$ cat src/rtl/serial_cmp_pkg.sv
// rtl/serial_cmp_pkg.sv - shared types, mode constants and sizing helper for the serial comparator
package serial_cmp_pkg;

   typedef enum logic [0:0] {
      IDLE = 1'b0,
      RUN  = 1'b1
   } state_e;

   localparam logic CMP_UNSIGNED = 1'b0;
   localparam logic CMP_SIGNED   = 1'b1;

   function automatic int clog2(input int value);
      int r;
      int v;
      r = 0;
      v = value - 1;
      while (v > 0) begin
         r = r + 1;
         v = v >> 1;
      end
      return r;
   endfunction

endpackage

$ cat src/rtl/serial_comparator_di_if.sv
// rtl/serial_comparator_di_if.sv - start/busy/done handshake, operands and result flags
interface serial_comparator_di_if #(
   parameter int WIDTH = 8
);
   logic             start;
   logic [WIDTH-1:0] a;
   logic [WIDTH-1:0] b;
   logic             signed_mode;
   logic             busy;
   logic             done;
   logic             lt;
   logic             eq;
   logic             gt;

   modport master (
      output start, a, b, signed_mode,
      input  busy, done, lt, eq, gt
   );

   modport slave (
      input  start, a, b, signed_mode,
      output busy, done, lt, eq, gt
   );
endinterface

$ cat src/rtl/lt_digit_di.sv
// rtl/lt_digit_di.sv - chain of DIGIT LSB-first less-than/equal propagation cells
module lt_digit_di #(
   parameter int DIGIT = 1
) (
   input  logic [DIGIT-1:0] a_d,
   input  logic [DIGIT-1:0] b_d,
   input  logic             n_in,
   input  logic             e_in,
   input  logic             msb_swap,
   output logic             n_out,
   output logic             e_out
);
   logic ai;
   logic bi;

   // msb_swap turns the sign bit around so a negative A ranks below a positive B
   always_comb begin
      n_out = n_in;
      e_out = e_in;
      ai    = 1'b0;
      bi    = 1'b0;
      for (int i = 0; i < DIGIT; i++) begin
         ai    = (msb_swap && (i == DIGIT - 1)) ? b_d[i] : a_d[i];
         bi    = (msb_swap && (i == DIGIT - 1)) ? a_d[i] : b_d[i];
         n_out = (n_out & (~ai | bi)) | (~ai & bi);
         e_out = e_out & (ai == bi);
      end
   end
endmodule

$ cat src/rtl/serial_comparator_di.sv
// rtl/serial_comparator_di.sv - LSB-first serial magnitude comparator, DIGIT bits per clock
module serial_comparator_di
   import serial_cmp_pkg::*;
#(
   parameter int WIDTH     = 8,
   parameter int DIGIT     = 1,
   parameter int SIGNED_EN = 1
) (
   input  logic                  clk,
   input  logic                  rst_n,
   serial_comparator_di_if.slave bus
);
   localparam int N     = WIDTH / DIGIT;
   localparam int CNT_W = (clog2(N) < 1) ? 1 : clog2(N);
   localparam logic [CNT_W-1:0] LAST_CNT = CNT_W'(N - 1);

   state_e           state_q, state_d;
   logic [WIDTH-1:0] a_q, a_d;
   logic [WIDTH-1:0] b_q, b_d;
   logic [CNT_W-1:0] cnt_q, cnt_d;
   logic             mode_q, mode_d;
   logic             n_q, n_d;
   logic             e_q, e_d;
   logic             busy_q, busy_d;
   logic             done_q, done_d;
   logic             lt_q, lt_d;
   logic             eq_q, eq_d;
   logic             gt_q, gt_d;

   logic             last_digit;
   logic             n_dig;
   logic             e_dig;

   assign last_digit = (state_q == RUN) && (cnt_q == LAST_CNT);

   lt_digit_di #(.DIGIT(DIGIT)) u_digit (
      .a_d      (a_q[DIGIT-1:0]),
      .b_d      (b_q[DIGIT-1:0]),
      .n_in     (n_q),
      .e_in     (e_q),
      .msb_swap (last_digit && (mode_q == CMP_SIGNED)),
      .n_out    (n_dig),
      .e_out    (e_dig)
   );

   always_comb begin
      state_d = state_q;
      a_d     = a_q;
      b_d     = b_q;
      cnt_d   = cnt_q;
      mode_d  = mode_q;
      n_d     = n_q;
      e_d     = e_q;
      busy_d  = busy_q;
      done_d  = 1'b0;
      lt_d    = lt_q;
      eq_d    = eq_q;
      gt_d    = gt_q;
      case (state_q)
         IDLE: begin
            if (bus.start) begin
               a_d     = bus.a;
               b_d     = bus.b;
               mode_d  = (SIGNED_EN != 0) ? bus.signed_mode : CMP_UNSIGNED;
               n_d     = 1'b0;
               e_d     = 1'b1;
               cnt_d   = '0;
               busy_d  = 1'b1;
               lt_d    = 1'b0;
               eq_d    = 1'b0;
               gt_d    = 1'b0;
               state_d = RUN;
            end
         end
         RUN: begin
            a_d   = a_q >> DIGIT;
            b_d   = b_q >> DIGIT;
            n_d   = n_dig;
            e_d   = e_dig;
            cnt_d = cnt_q + CNT_W'(1);
            if (last_digit) begin
               lt_d    = n_dig;
               eq_d    = e_dig;
               gt_d    = ~n_dig & ~e_dig;
               done_d  = 1'b1;
               busy_d  = 1'b0;
               state_d = IDLE;
            end
         end
         default: state_d = IDLE;
      endcase
   end

   always_ff @(posedge clk or negedge rst_n) begin
      if (!rst_n) begin
         state_q <= IDLE;
         a_q     <= '0;
         b_q     <= '0;
         cnt_q   <= '0;
         mode_q  <= CMP_UNSIGNED;
         n_q     <= 1'b0;
         e_q     <= 1'b0;
         busy_q  <= 1'b0;
         done_q  <= 1'b0;
         lt_q    <= 1'b0;
         eq_q    <= 1'b0;
         gt_q    <= 1'b0;
      end else begin
         state_q <= state_d;
         a_q     <= a_d;
         b_q     <= b_d;
         cnt_q   <= cnt_d;
         mode_q  <= mode_d;
         n_q     <= n_d;
         e_q     <= e_d;
         busy_q  <= busy_d;
         done_q  <= done_d;
         lt_q    <= lt_d;
         eq_q    <= eq_d;
         gt_q    <= gt_d;
      end
   end

   assign bus.busy = busy_q;
   assign bus.done = done_q;
   assign bus.lt   = lt_q;
   assign bus.eq   = eq_q;
   assign bus.gt   = gt_q;
endmodule

$ cat src/flat_wrapper.sv
// flat-port wrapper written by rule: the top's interface ports become plain ports
module serial_comparator_di_flat import serial_cmp_pkg::*;
#(
   parameter int WIDTH     = 8,
   parameter int DIGIT     = 1,
   parameter int SIGNED_EN = 1
)
  (clk, rst_n, bus_start, bus_a, bus_b, bus_signed_mode, bus_busy, bus_done, bus_lt, bus_eq, bus_gt);
  serial_comparator_di_if #(.WIDTH(WIDTH)) bus_i ();
  input  logic clk;
  input  logic rst_n;
  input wire logic [$bits(bus_i.start)-1:0] bus_start;
  input wire logic [$bits(bus_i.a)-1:0] bus_a;
  input wire logic [$bits(bus_i.b)-1:0] bus_b;
  input wire logic [$bits(bus_i.signed_mode)-1:0] bus_signed_mode;
  output wire logic [$bits(bus_i.busy)-1:0] bus_busy;
  output wire logic [$bits(bus_i.done)-1:0] bus_done;
  output wire logic [$bits(bus_i.lt)-1:0] bus_lt;
  output wire logic [$bits(bus_i.eq)-1:0] bus_eq;
  output wire logic [$bits(bus_i.gt)-1:0] bus_gt;
  assign bus_i.start = bus_start;
  assign bus_i.a = bus_a;
  assign bus_i.b = bus_b;
  assign bus_i.signed_mode = bus_signed_mode;
  assign bus_busy = bus_i.busy;
  assign bus_done = bus_i.done;
  assign bus_lt = bus_i.lt;
  assign bus_eq = bus_i.eq;
  assign bus_gt = bus_i.gt;
  serial_comparator_di #(.WIDTH(WIDTH), .DIGIT(DIGIT), .SIGNED_EN(SIGNED_EN)) u_core (.clk(clk), .rst_n(rst_n), .bus(bus_i));
endmodule
$ cat config.mk
export PLATFORM = sky130hd
export DESIGN_NAME = serial_comparator_di_flat
export DESIGN_NICKNAME = d
export VERILOG_FILES = /design/src/rtl/serial_cmp_pkg.sv /design/src/rtl/serial_comparator_di_if.sv /design/src/rtl/lt_digit_di.sv /design/src/rtl/serial_comparator_di.sv /design/src/flat_wrapper.sv
export SDC_FILE = /design/constraint.sdc
export NUM_CORES = 1
export LEC_CHECK = 0
export ABC_AREA = 0
export CORE_MARGIN = 10
export CORE_UTILIZATION = 54
export DETAILED_ROUTE_END_ITERATION = 8
export PLACE_DENSITY = 0.86
export SETUP_SLACK_MARGIN = 0.5
export SYNTH_ARGS = -nofsm -noshare
export SYNTH_HDL_FRONTEND = slang
export SYNTH_HIERARCHICAL = 1
export SYNTH_SLANG_ARGS = --single-unit
$ cat constraint.sdc
create_clock -name clk -period 4.05 [get_ports clk]
set_input_delay 0.81 -clock clk [delete_from_list [all_inputs] [get_ports clk]]
set_output_delay 0.81 -clock clk [all_outputs]
set_load 0.01 [all_outputs]
==> summary.txt <==
Clock tree
  • CTS tree: built
  • CTS HTree Levels: 1
  • Clock Latency Late Sink: 320 ps
  • Num CTS Buffers: 3
  • CTS Hold Bufs: 0
  • # clock sinks: 28
  • Postcts setup bufs: 0
  • Clk buf depth: 2
  • Clock slew at reported path FFs: 140 ps
  • Clock root buffer: clkbuf_4
  • CTS resizes: 0

Logic synthesis
  • Sequential element share of the synthesized area: 0.527
  • Flops & latches, synth: 28
  • Net count after synthesis: about 140
  • Top-area cell type share of the netlist area: 0.527
  • Average size of a mapped cell: 11.2 µm²
  • Synth area leaders: dfrtp_1 (53%), mux2i_1 (14%), o21ai_1 (6.0%)
  • Cell variety after synth: 21
  • Synth Instances: between 100 and 150
  • Area leader, netlist: dfrtp_1
  • YS warnings: 6
  • Synthesized area: ~0.0013 mm²

Floorplanning
  • Die Span X: 69.6 µm
  • Chip Height: 69.6 µm
  • DIE AREA: 0.00485 mm²
  • Initial Util: 0.584
  • Core ar.: 0.00228 mm²
  • Row count: 17
  • I/O Pins: 25

GRT
  • Pin count of the biggest net entering global routing: 46
  • Total global-route track usage: 0.102
  • Initial antenna violation count: 0
  • Total grt overflow: 0
  • Vias in the first global route: about 1,000
  • First-pass GRT wire length: 4260 µm

Timing
  • Crit path time final: around 2300 ps
  • RSZ-0062 raised after global routing: no
  • Max Clock Skew: 1.26 ps
  • Worst Tran Pin Value: ~400 ps
  • Final setup TNS: 0 ps
  • Final Slew Violations: 0
  • Final worst setup slack: roughly 1700 ps
  • Final period util: 0.570
  • Final Setup Violations: 0
  • Slew HR: 0.730
  • Final Hold Fails: 0
  • Fmax: 0.433 GHz
  • Hold Slack: 502 ps

Finish
  • Seq. cell area: around 700 µm²
  • Layout area overhead: 21.2%
  • Final #Nets: 169
  • Ant. Diodes: 0
  • Most common cell after layout, fill and taps aside: dfrtp_1
  • Fill cells: roughly 160
  • Top flop regs: u_core/a_q x8, u_core/b_q x8, u_core/cnt_q x3
  • Most frequent cells in the layout: dfrtp_1 (28), clkdlybuf4s50_1 (24), mux2i_1 (19)
  • Non-Filler Instances: ~170
  • Layout cells sized above 1: 0.0559
  • Area of the multi-input gates: between 500 and 600 µm²
  • Final Cell Area: around 0.0016 mm²

Drt
  • Remaining DRCs: 0
  • WL final: 2390 µm
  • Avg Vias per Cell: 5.40
  • Iter 0 DRT Violations: 37
  • DRT Pass-1 Iters: 4
  • Antenna Nets Post-Route: 0
  • Routed vias: between 900 and 1k
  • Drt wl/cell: 14.0 µm

Worst setup path
  • Crit. Startpoint: u_core/cnt_q[0]
  • R2r endpoint: u_core/bus.eq
  • CP Data Arrival Time: 2530 ps
  • CP Capture Type: flop
  • Critical path class: reg2reg
  • FF-to-FF path depth: 9
  • FF-to-FF Start: u_core/cnt_q[0]
  • Worst path required time: about 4300 ps
  • Reg2reg setup slack: 1740 ps
  • Crit-path max FO: 3
  • CP endpoint: u_core/bus.eq
  • CP Launch Type: flop

Place
  • GPL Wtd Cong: 0.710
  • Placed inst area: 0.00158 mm²
  • Pre-CTS WS: 1740 ps
  • Buffers added on ports: 24
  • Placed cells: 167
  • Dpl hpwl: 1810 µm

Run status
  • Status: finished, final reports clean

Pwr
  • Worst vdd ir: 0.463 mV
  • Pleak: 0.775 nW
  • Power Dens Cells: ~600 mW/mm²

Run
  • Max-cap violations: 0

Hold path
  • Worst min path class: reg2reg
through the flow:
stage,util,total power [mW]
global placement,0.692,0.819
global route,0.708,1.05
finish,0.708,0.967
floorplan,-,0.731
CTS,0.708,0.984
detailed placement,0.692,0.850
report_power, final:
part / switching (mW) / leakage (nW) / internal, mW / total [mW]
sequential: 0.0613 / 0.363 / 0.386 / 0.448
clock: 0.0757 / 0.0210 / 0.0550 / 0.131
combinational: 0.196 / 0.392 / 0.193 / 0.389
worst min-delay path by stage:
| stage | startpoint | endpoint | slack, ps | cells past startpoint |
|---|---|---|---|---|
| 5_1_grt | u_core/bus.gt | u_core/bus.gt | 540 | 2 |
| 6_report | u_core/cnt_q[0] | u_core/cnt_q[0] | 500 | 1 |
| 4_1_cts | u_core/cnt_q[0] | u_core/cnt_q[0] | 510 | 1 |
| 3_5_place_dp | u_core/a_q[2] | u_core/a_q[1] | 480 | 2 |
| 2_1_floorplan | u_core/mode_q | u_core/mode_q | 450 | 1 |
| 3_3_place_gp | u_core/bus.gt | u_core/bus.gt | 460 | 2 |
critical path, cell delays in order, from the launching register on:
cell	delay, ps
dfrtp_1	420
ha_1	230
ha_1	200
and3_1	200
mux2i_1	210
inv_1	70
ha_1	260
and2_1	160
mux2_1	290
a22o_1	180
per-layer routing:
metal | global-route usage | share of wire | vias to the layer above
met3 | 0.0456 | 0.061 | 2
met2 | 0.169 | 0.50 | 19
met5 | 0 | 0 | -
met1 | 0.115 | 0.44 | 448
met4 | 0.0239 | 0.0042 | 0
li1 | - | - | 454
synthesized netlist by cell type:
master,count
and2b_1,1
nor2_4,1
a22o_1,5
and3_1,1
mux2_1,3
nor2b_1,1
nand2b_1,1
ha_1,5
and2_1,2
o21ai_1,16
buf_6,2
nor2_1,6
mux2i_1,19
dfrtp_1,28
buf_2,3
inv_1,4
buf_4,2
nand2_1,16
nand3_1,1
o22ai_1,1
a21o_1,1
area by class of cell:
type | instances | share of cell area
Sequential cell | 28 | 0.435
Multi-Input combinational cell | 80 | 0.349
Clock buffer | 4 | 0.0225
Tap cell | 28 | 0.0217
Inverter | 4 | 0.00932
Timing Repair Buffer | 27 | 0.163
kinds of logic (layout without fill, tap and decap cells):
logic type | Yosys count | in the layout | synth area share
AOI/OAI and AO/OA | 23 | 23 | 0.103
buffers and inverters | 11 | 35 | 0.0508
and+or+nand+nor | 30 | 30 | 0.103
DFF | 28 | 28 | 0.527
muxes | 22 | 22 | 0.168
adders and majority gates | 5 | 5 | 0.0470
(Power assumes the default switching activity.)
